## src/rtl/inst_mem_loader.sv

```systemverilog
// rtl/inst_mem_loader.sv - byte-stream loader that writes 32-bit program words into instruction memory
module inst_mem_loader #(
    parameter int ADDR_W = 10,
    parameter int DATA_W = 32
) (
    input  logic              clk_i,
    input  logic              rst_ni,
    input  logic              start_i,
    input  logic [7:0]        byte_i,
    input  logic              byte_valid_i,
    output logic              byte_ready_o,
    output logic              WE_o,
    output logic [ADDR_W-1:0] AddrW_o,
    output logic [DATA_W-1:0] DataW_o,
    output logic              cpu_hold_o,
    output logic              done_o,
    output logic              err_o
);

    typedef enum logic [2:0] {IDLE, LEN0, LEN1, DATA, WRITE, DONE, ERR} state_t;

    localparam logic [16:0] DEPTH = 17'd1 << ADDR_W;

    state_t            state, nextState;
    logic [15:0]       lenN;
    logic [15:0]       wordCnt;
    logic [ADDR_W-1:0] addrReg;
    logic [1:0]        byteIdx;
    logic [23:0]       shiftReg;
    logic              accept;
    logic              startTaken;
    logic [15:0]       fullLen;

    assign accept     = byte_valid_i && byte_ready_o;
    assign startTaken = start_i && (state == IDLE || state == DONE || state == ERR);
    assign fullLen    = {byte_i, lenN[7:0]};

    always_ff @(posedge clk_i or negedge rst_ni) begin
        if (!rst_ni) begin
            state <= IDLE;
        end else begin
            state <= nextState;
        end
    end

    always_comb begin
        nextState    = state;
        byte_ready_o = 1'b0;
        cpu_hold_o   = 1'b0;
        done_o       = 1'b0;
        err_o        = 1'b0;
        WE_o         = 1'b0;
        case (state)
            IDLE: if (start_i) nextState = LEN0;
            LEN0: begin
                byte_ready_o = 1'b1;
                cpu_hold_o   = 1'b1;
                if (accept) nextState = LEN1;
            end
            LEN1: begin
                byte_ready_o = 1'b1;
                cpu_hold_o   = 1'b1;
                if (accept) begin
                    if (fullLen == 16'd0)               nextState = DONE;
                    else if ({1'b0, fullLen} > DEPTH)   nextState = ERR;
                    else                                nextState = DATA;
                end
            end
            DATA: begin
                byte_ready_o = 1'b1;
                cpu_hold_o   = 1'b1;
                if (accept && byteIdx == 2'd3) nextState = WRITE;
            end
            WRITE: begin
                cpu_hold_o = 1'b1;
                WE_o       = 1'b1;
                nextState  = (16'(wordCnt + 16'd1) == lenN) ? DONE : DATA;
            end
            DONE: begin
                done_o = 1'b1;
                if (start_i) nextState = LEN0;
            end
            ERR: begin
                err_o      = 1'b1;
                cpu_hold_o = 1'b1;
                if (start_i) nextState = LEN0;
            end
            default: nextState = IDLE;
        endcase
    end

    // Write address/data are captured on the 4th byte so they stay stable through WRITE and after it
    always_ff @(posedge clk_i or negedge rst_ni) begin
        if (!rst_ni) begin
            lenN     <= '0;
            wordCnt  <= '0;
            addrReg  <= '0;
            byteIdx  <= '0;
            shiftReg <= '0;
            AddrW_o  <= '0;
            DataW_o  <= '0;
        end else if (startTaken) begin
            lenN    <= '0;
            wordCnt <= '0;
            addrReg <= '0;
            byteIdx <= '0;
        end else begin
            case (state)
                LEN0: if (accept) lenN[7:0]  <= byte_i;
                LEN1: if (accept) lenN[15:8] <= byte_i;
                DATA: begin
                    if (accept) begin
                        byteIdx <= byteIdx + 2'd1;
                        if (byteIdx == 2'd3) begin
                            DataW_o <= DATA_W'({byte_i, shiftReg});
                            AddrW_o <= addrReg;
                        end else begin
                            shiftReg <= {byte_i, shiftReg[23:8]};
                        end
                    end
                end
                WRITE: begin
                    addrReg <= addrReg + 1'b1;
                    wordCnt <= wordCnt + 16'd1;
                end
                default: ;
            endcase
        end
    end

endmodule
```

## config.mk

```make
export PLATFORM = sky130hd
export DESIGN_NAME = inst_mem_loader
export DESIGN_NICKNAME = d
export VERILOG_FILES = /design/src/rtl/inst_mem_loader.sv
export SDC_FILE = /design/constraint.sdc
export NUM_CORES = 1
export LEC_CHECK = 0
export BUFFER_PORTS_ARGS = -buffer_cell sky130_fd_sc_hd__buf_4
export CAP_MARGIN = 20
export CORE_ASPECT_RATIO = 1.75
export CORE_MARGIN = 4
export CORE_UTILIZATION = 30
export DETAILED_ROUTE_END_ITERATION = 8
export PLACE_DENSITY_LB_ADDON = 0.1
export SYNTH_ARGS = -nofsm -noshare
export SYNTH_HDL_FRONTEND = slang
export SYNTH_SLANG_ARGS = --single-unit
```

## constraint.sdc

```tcl
create_clock -name clk_i -period 3.1 [get_ports clk_i]
set_clock_uncertainty 0.2 [all_clocks]
set_input_delay 0.93 -clock clk_i [delete_from_list [all_inputs] [get_ports clk_i]]
set_output_delay 0.93 -clock clk_i [all_outputs]
set_load 0.01 [all_outputs]
```

==> flow_summary.ini <==
[cts]
post_cts_resized = 0
number_of_buffers_inserted_for_hold_repair_after_clock_tree_synthesis = 0
clk_root_buffer_cell = sky130_fd_sc_hd__clkbuf_16
path_clk_slew_ns = 0.06
clk_latency_ns = 0.40
post_cts_buffers = 0
depth_of_the_cts_h_tree = 4
tritoncts_clock_tree = built
cts-root-to-sink-buffers = 2
cts-buffers-inserted = 17
clkSinkCount = 113

[logic_synthesis]
yosys_register_bits = 113
seq_area_frac_synth = 0.529
synthTopCellsByCount = sky130_fd_sc_hd__dfrtp_1 (113), sky130_fd_sc_hd__mux2_2 (67), sky130_fd_sc_hd__nand2_1 (41), sky130_fd_sc_hd__nor2_1 (32), sky130_fd_sc_hd__o21ai_0 (24)
synth.yosys.warnings = 0
synth_area_um2 = 5350
netlist_top_cells_area = sky130_fd_sc_hd__dfrtp_1 (53%), sky130_fd_sc_hd__mux2_2 (14%), sky130_fd_sc_hd__nand2_1 (2.9%)
cell_type_with_the_largest_total_area_after_synthesis = sky130_fd_sc_hd__dfrtp_1
synth-edff-count = 0
syn_nets = 488
synth.lib_cells_used.distinct = 63
synth.most_common_cell = sky130_fd_sc_hd__dfrtp_1
post-synth-top-area-fraction = 0.529
most_frequently_used_flop_master_after_synthesis = sky130_fd_sc_hd__dfrtp_1
avgSynthCellArea_um2 = 11.3
syn_inst = 473
synth-async-reset-ratio = 1.00

[drt]
drt.antenna.violating_nets = 0
wl_per_cell_um = 17.0
detail_route.drc_violations = 0
vias = 3880
detailedRoute.firstPassIterationCount = 4
1st_iter_drt_viols = 122
post_drt_via_cell_ratio = 4.97
wirelength_um = 13300

[placement]
place_worst_setup_slack_ns = 0.224
hpwl_um = 9440
place_inst = 747
port_buffers = 58
postPlaceCellArea_um2 = 6060
globalplace.congestion = 0.892

[worst_hold_path]
min_delay_path_depth = 1
hold_path_class = flip-flop to flip-flop
timing.hold.worst.start = shiftReg[0]$_DFFE_PN0P_
timing.hold.worst_endpoint = shiftReg[0]$_DFFE_PN0P_

[sta]
setup_ws_ns = 0.243
final_min_period_over_clock_period = 0.922
max-slew-margin-rel = 0.575
timing.final.crit_period_ns = 2.86
hold_viol = 0
maximum_clock_frequency_ghz = 0.350
report.final.slew_viol_count = 0
setup_violations = 0
worstMarginPinSlew_ns = 0.638
grt_setup_unrepaired = no
setup_total_negative_slack_ns = 0

[setup_path]
critical_path_required_ns = 1.97
worstSetupStartpointType = flip-flop
crit_path_cell_trace = or3b_2 > clkinv_1 > buf_4
worstReg2RegStart = wordCnt[0]$_DFFE_PN0P_
r2r_setup_slack_ns = 0.37
critical_path.endpoint_type = output pin
r2r.worst_path.cells = 7
cpMaxStageDelayCell = sky130_fd_sc_hd__dfrtp_1
crit-reg2reg-capture = state[2]$_DFFE_PN0P_
crit_fanout = 14
critical-path-max-stage-delay_ns = 0.59
worst-setup-path-type = flip-flop to output pin
critical_path_arrival_ns = 1.73

[global_routing]
grt_util_all_layers = 0.141
first_global_vias = 4123
pin_count_of_the_biggest_net_entering_global_routing = 49
overflow = 0
grt_first_pass_wirelength_um = 21900
antenna_found_initial = 0

[final_layout]
nets = 551
finalInstanceArea_um2 = 6690
antenna_cells = 0
final_layout_size_suffix_gt1_frac = 0.339
filler_cell_count = 1716
areaGrowthSynthToFinish_pct = 25.1
layout.cells.non_filler = 780

[job]
drv.max_cap_violation_count = 0

[power_and_ir_drop]
power.total_mw = 6.08
p_leak_nw = 3.09
ir_worst_vdd_mv = 0.481
powerDensity_nw_per_um2 = 910

[floorplanning]
fp.dieArea_um2 = 20100
io_pins = 59
floorplan.die.width_um = 109
rows = 64
die_h_um = 185
core_area_um2 = 17500
starting_density_of_the_core = 0.305

[status]
run_status = complete, no violations
-- per-stage QoR --
step	utilization	hold WS [ns]
after floorplan	-	0.277
after global placement	0.345	0.290
after detailed placement	0.345	0.292
after CTS	0.381	0.309
after global routing	0.381	0.321
final	0.381	0.304
-- metal layers --
layer  share of wire  up-vias  GRT usage
li1                -     1825          -
met1            0.40     1971      0.156
met2            0.55       63      0.256
met3           0.030       21     0.0333
met4           0.020        0     0.0566
met5               0        -          0
-- state kept, by name, summed over array words and instances (netlist names) --
signal and count:
wordCnt 16, byteIdx 2, shiftReg 24, state 3, AddrW_o 10, DataW_o 32, lenN 16, addrReg 10
-- logic make-up (layout without fill, tap and decap cells) --
family | Yosys count | in the layout | share of synthesized area
AO/OA/AOI/OAI | 85 | 85 | 0.104
XOR/XNOR | 28 | 28 | 0.0459
adder cells (fa/ha/maj) | 3 | 3 | 0.00702
buffers and inverters | 33 | 109 | 0.0295
flip-flops | 113 | 113 | 0.529
multiplexers | 69 | 69 | 0.145
AND/OR/NAND/NOR | 142 | 142 | 0.140
-- how the worst max path moves through the flow --
stage | start | end | depth (start not counted)
after floorplan | state[0]$_DFFE_PN0P_ | WE_o | 5
after global placement | byte_i[4] | state[1]$_DFFE_PN0P_ | 7
after detailed placement | byte_i[4] | state[1]$_DFFE_PN0P_ | 7
after CTS | state[2]$_DFFE_PN0P_ | WE_o | 3
after global routing | state[2]$_DFFE_PN0P_ | WE_o | 3
final | state[2]$_DFFE_PN0P_ | WE_o | 3
-- layout make-up --
cell class,count,area (um2),share of cell area
flip-flops and latches,113,2830,0.423
multi-input cells,327,2360,0.353
repair buffers,72,572,0.0855
clock buffers,19,433,0.0647
well taps,231,289,0.0432
clock inverters,13,185,0.0277
inverters,5,18.8,0.00281
-- report_power, final --
group,switching [mW],total [mW],internal (mW)
clock,0.722,2.07,1.35
combinational,0.843,1.74,0.901
sequential,0.370,2.27,1.90
-- critical path: cells and delay by family, from the launching register on --
family	cells	cell delay, ns
flops	1	0.59
simple gates	1	0.50
buf+inv	2	0.23
-- placed cells by master (no fill, tap or decap), types with 5 or more instances in the layout --
master                      count
sky130_fd_sc_hd__clkbuf_16     17
sky130_fd_sc_hd__nand2_1       41
sky130_fd_sc_hd__nand4_1        7
sky130_fd_sc_hd__xnor2_1       17
sky130_fd_sc_hd__buf_4         69
sky130_fd_sc_hd__mux2_2        67
sky130_fd_sc_hd__a22o_1         8
sky130_fd_sc_hd__and3_1         6
sky130_fd_sc_hd__nor4_1         5
sky130_fd_sc_hd__nand2b_1       6
sky130_fd_sc_hd__xor2_1        11
sky130_fd_sc_hd__nor3_1         5
sky130_fd_sc_hd__dfrtp_1      113
sky130_fd_sc_hd__nor2_1        31
sky130_fd_sc_hd__o21ai_0       24
sky130_fd_sc_hd__nand3_1       11
sky130_fd_sc_hd__a21oi_1       23
Note: power is estimated with default switching activity, not from simulation.
